[config.mk]
export PLATFORM = sky130hd
export DESIGN_NAME = ahb_gpio_master
export DESIGN_NICKNAME = d
export VERILOG_FILES = /design/src/rtl/ahb_gpio_master.sv
export SDC_FILE = /design/constraint.sdc
export NUM_CORES = 1
export LEC_CHECK = 0
export BUFFER_PORTS_ARGS = -buffer_cell sky130_fd_sc_hd__buf_4
export CAP_MARGIN = 20
export CORE_MARGIN = 8
export CORE_UTILIZATION = 35
export DETAILED_ROUTE_END_ITERATION = 8
export PLACE_DENSITY = 0.71
export SLEW_MARGIN = 20
export SYNTH_ARGS = -nofsm -noshare
export SYNTH_HDL_FRONTEND = slang
export SYNTH_SLANG_ARGS = --single-unit
[constraint.sdc]
create_clock -name clk -period 3.55 [get_ports clk]
set_input_delay 0.355 -clock clk [delete_from_list [all_inputs] [get_ports clk]]
set_output_delay 0.355 -clock clk [all_outputs]
set_load 0.1 [all_outputs]
[src/rtl/ahb_gpio_master.sv]
// AHB-lite single-master initiator for the GPIO slave port: one non-pipelined
// transfer per command, parity generated on writes and checked on reads.
module ahb_gpio_master #(
  parameter int WAIT_W = 8,
  parameter int GPIO_W = 16
) (
  input  logic              clk,
  input  logic              HRESET,
  input  logic              cmd_valid,
  output logic              cmd_ready,
  input  logic              cmd_write,
  input  logic [31:0]       cmd_addr,
  input  logic [GPIO_W-1:0] cmd_wdata,
  input  logic              cmd_parsel,
  output logic              rsp_valid,
  input  logic              rsp_ready,
  output logic [GPIO_W-1:0] rsp_rdata,
  output logic              rsp_parerr,
  output logic [WAIT_W-1:0] rsp_waits,
  output logic [31:0]       HADDR,
  output logic [1:0]        HTRANS,
  output logic              HWRITE,
  output logic              HSEL,
  output logic              HREADY,
  output logic [31:0]       HWDATA,
  output logic              PARITYSEL,
  input  logic [31:0]       HRDATA,
  input  logic              HREADYOUT
);

  localparam logic [1:0] TRANS_IDLE   = 2'b00;
  localparam logic [1:0] TRANS_NONSEQ = 2'b10;
  localparam int         PAD_W        = 31 - GPIO_W;

  typedef enum logic [1:0] {
    S_IDLE,
    S_ADDR,
    S_DATA,
    S_RESP
  } state_t;

  state_t r_state;
  state_t w_nextState;

  logic              r_write;
  logic [31:0]       r_addr;
  logic [GPIO_W-1:0] r_wdata;
  logic              r_parsel;
  logic [WAIT_W-1:0] r_waits;
  logic [GPIO_W-1:0] r_rdata;
  logic              r_parerr;
  logic [31:0]       r_hwdata;

  logic w_accept;
  logic w_wrParity;
  logic w_rdParityExp;
  logic w_rdParityErr;
  logic w_unused;

  assign w_accept      = (r_state == S_IDLE) && cmd_valid;
  // Odd parity is the inverse of the even reduction, so parsel simply flips it.
  assign w_wrParity    = (^r_wdata) ^ r_parsel;
  assign w_rdParityExp = (^HRDATA[GPIO_W-1:0]) ^ r_parsel;
  assign w_rdParityErr = HRDATA[GPIO_W] ^ w_rdParityExp;
  assign w_unused      = ^{HRDATA[31:GPIO_W+1], cmd_addr[1:0]};

  always_ff @(posedge clk or posedge HRESET) begin
    if (HRESET) begin
      r_state <= S_IDLE;
    end else begin
      r_state <= w_nextState;
    end
  end

  always_comb begin
    w_nextState = r_state;
    cmd_ready   = 1'b0;
    rsp_valid   = 1'b0;
    HTRANS      = TRANS_IDLE;
    HSEL        = 1'b0;
    HWRITE      = 1'b0;
    case (r_state)
      S_IDLE: begin
        cmd_ready = 1'b1;
        if (cmd_valid) begin
          w_nextState = S_ADDR;
        end
      end
      S_ADDR: begin
        HTRANS = TRANS_NONSEQ;
        HSEL   = 1'b1;
        HWRITE = r_write;
        if (HREADYOUT) begin
          w_nextState = S_DATA;
        end
      end
      S_DATA: begin
        if (HREADYOUT) begin
          w_nextState = S_RESP;
        end
      end
      S_RESP: begin
        rsp_valid = 1'b1;
        if (rsp_ready) begin
          w_nextState = S_IDLE;
        end
      end
      default: begin
        w_nextState = S_IDLE;
      end
    endcase
  end

  // Command capture, write-data launch, wait counting and response capture.
  always_ff @(posedge clk or posedge HRESET) begin
    if (HRESET) begin
      r_write  <= 1'b0;
      r_addr   <= '0;
      r_wdata  <= '0;
      r_parsel <= 1'b0;
      r_waits  <= '0;
      r_rdata  <= '0;
      r_parerr <= 1'b0;
      r_hwdata <= '0;
    end else begin
      if (w_accept) begin
        r_write  <= cmd_write;
        r_addr   <= {cmd_addr[31:2], 2'b00};
        r_wdata  <= cmd_wdata;
        r_parsel <= cmd_parsel;
        r_waits  <= '0;
      end
      if ((r_state == S_ADDR) && HREADYOUT && r_write) begin
        r_hwdata <= {{PAD_W{1'b0}}, w_wrParity, r_wdata};
      end
      if (r_state == S_DATA) begin
        if (!HREADYOUT) begin
          if (r_waits != {WAIT_W{1'b1}}) begin
            r_waits <= r_waits + WAIT_W'(1);
          end
        end else begin
          r_rdata  <= r_write ? '0 : HRDATA[GPIO_W-1:0];
          r_parerr <= !r_write && w_rdParityErr;
        end
      end
    end
  end

  assign HADDR      = r_addr;
  assign HWDATA     = r_hwdata;
  assign HREADY     = HREADYOUT;
  assign PARITYSEL  = r_parsel && (r_state != S_IDLE);
  assign rsp_rdata  = r_rdata;
  assign rsp_parerr = r_parerr;
  assign rsp_waits  = r_waits;

endmodule

==> run metrics <==
RSZ-0062 raised after global routing false; Post-CTS Resized 0; Netlist cell types 28; drt first pass iters 4; pin count of the biggest net entering global routing 81; Synth top area share 0.571; FFs w/ async S/R, synth 1.00; worst r2r path cells 5; first-pass GRT wire length ~15 mm; synth warn 0; Final min period about 2300 ps; CTS H-Tree Depth 3; Inserted Clock Buffers 9; via count of the first global-routing pass 3,036; std cell rows 39; n_diodes 0; Tcrit/Tclk final 0.656; post-CTS setup buffer count 0; Overall Global Routing Usage 0.127; critical path capture point type flip-flop; Crit path largest cell delay roughly 750 ps; Max Slew Vio Count 0; Mapped Area approximately 4000 um2; starting density of the core 0.356; clock sink count 92; nets 539; fmax 429 MHz; Post-DP HPWL around 7.4 mm; layout cells sized above 1 0.512; wire length per cell roughly 17 um; grt total ovfl 0; hold buffers post-CTS 0; number of port buffers about 150; Die ar. about 15,000 um2; Placer Congestion ~0.75; CP bufs+invs 2; drt total wl about 9.8 mm; flop2flop setup slack about 1200 ps; Layout area overhead 36.9%; worst slew pin tran between 1000 and 1500 ps; drt initial violations around 130; Finished Cell Area roughly 5500 um2; crit path cell chain inv_1 -> ha_1 -> nand2_2 -> buf_4 -> mux2_2; cell with the most instances after synthesis dfrtp_1; sequential element share of the synthesized area 0.571; total of max-cap violations 0; later-pin clock latency in the skew report roughly 330 ps; area leader, netlist dfrtp_1; vias per inst 4.69; Critical-path top delay cell nand2_2; clock skew 6.23 ps; cells after synthesis 296; CP required 3770 ps; largest delay contributor family on the critical path simple AND/OR/NAND/NOR gates; Setup CP Type reg -> reg; vias between 2,000 and 3,000; number of enable flip-flop cells after synthesis 0; width of the die between 100 and 150 um; dpl cell area ~5200 um2; Place WS around 1100 ps; outcome finished clean; register bit total from synthesis 92; largest cells by area after synthesis dfrtp_1, mux2_2, xnor2_1, a22o_1, buf_4; initial antenna violation count 0; Setup crit start kind flip-flop; Avg Synthesized Cell Area roughly 14 um2; Die Y between 100 and 150 um; Most used DFF post-synth dfrtp_1; # fillers 1,015; worst reg2reg startpoint r_state[0]; Root Driver clkbuf_16; Post-synth top cells dfrtp_1, mux2_2, xnor2_1, buf_4, a22o_1; TNS Setup 0 ps; CTS tree yes; Max-Slew Margin vs Limit 0.329; ANT nets after route 0; HP Class in -> async; clock tree buffer depth 2; terminus of the critical flop-to-flop path r_wdata[0]; DRC violations left 0; final setup fails 0; Worst Path Arrival ~2600 ps; Core Region about 11,000 um2; Reg clk slew, reported paths around 60 ps; final worst setup slack 1220 ps; crit-path max FO 42; IO Count approximately 180; Fin. Hold Viols 0
==> area by class of cell <==
type	count	area, um2	area share
Clock buffer	12	246	0.0447
Clock inverter	3	23.8	0.00431
Inverter	6	25.0	0.00454
Multi-Input combinational cell	187	1590	0.288
Sequential cell	92	2300	0.417
Tap cell	143	179	0.0324
Timing Repair Buffer	151	1150	0.209
==> state kept, by name (all words and copies together), names as in the netlist <==
name / cells
rsp_waits: 8
r_write: 1
rsp_parerr: 1
HADDR: 30
r_parsel: 1
HWDATA: 17
r_wdata: 16
r_state: 2
rsp_rdata: 16
==> worst reg2reg max path, delay by kind of cell (launching register included) <==
| kind | cells | cell delay, ps |
|---|---|---|
| buf+inv | 2 | 440 |
| fa+ha+maj | 1 | 270 |
| mux | 1 | 350 |
| flops | 1 | 400 |
| simple gates | 1 | 750 |
==> stage by stage <==
step	hold WS, ps	utilization	std cells
4_1_cts	227	0.485	593
5_1_grt	39.7	0.487	594
6_report	27.4	0.487	594
3_3_place_gp	472	0.461	578
3_5_place_dp	494	0.461	578
2_1_floorplan	488	-	313
==> metal layers <==
layer | wire length, um | share of wire | up-vias | GRT usage
met1 | 3710 | 0.38 | 1370 | 0.136
met5 | 0 | 0 | - | 0
met2 | 5000 | 0.51 | 100 | 0.217
met4 | 88 | 0.0090 | 0 | 0.0406
li1 | - | - | 1305 | -
met3 | 1010 | 0.10 | 9 | 0.0607
==> worst max path at each step <==
| stage | start | endpoint | slack [ps] | cells after the start |
|---|---|---|---|---|
| 6_report | r_state[0] | r_wdata[0] | 1220 | 5 |
| 5_1_grt | r_state[0] | r_wdata[0] | 1020 | 5 |
| 4_1_cts | r_state[0] | rsp_rdata[7] | 1050 | 5 |
| 3_5_place_dp | r_state[0] | rsp_rdata[8] | 1080 | 5 |
| 3_3_place_gp | r_state[0] | rsp_rdata[6] | 1200 | 5 |
| 2_1_floorplan | r_state[1] | HWDATA[0] | 310 | 6 |
==> kinds of logic after synthesis <==
logic type / Yosys count / share of synthesized area
multiplexers: 64 / 0.179
adder cells (fa/ha/maj): 5 / 0.0155
other: 1 / 0.000930
buffers and inverters: 34 / 0.0521
flip-flops: 92 / 0.571
AND/OR/NAND/NOR: 31 / 0.0382
XOR/XNOR: 31 / 0.0742
AO/OA/AOI/OAI: 38 / 0.0692
==> cells in the final DEF (no fill, tap or decap), drive strengths merged, types with 4 or more instances in the layout <==
cell type,count
o21ai,14
inv,6
nor2,7
buf,151
a22o,18
ha,5
dfrtp,92
xnor2,27
clkbuf,12
conb,18
mux2,64
nand3,4
nand2,7
Power is left out: the tool's default activity adds up to more than one toggle a clock period on the data nets, which glitch-free logic cannot reach.
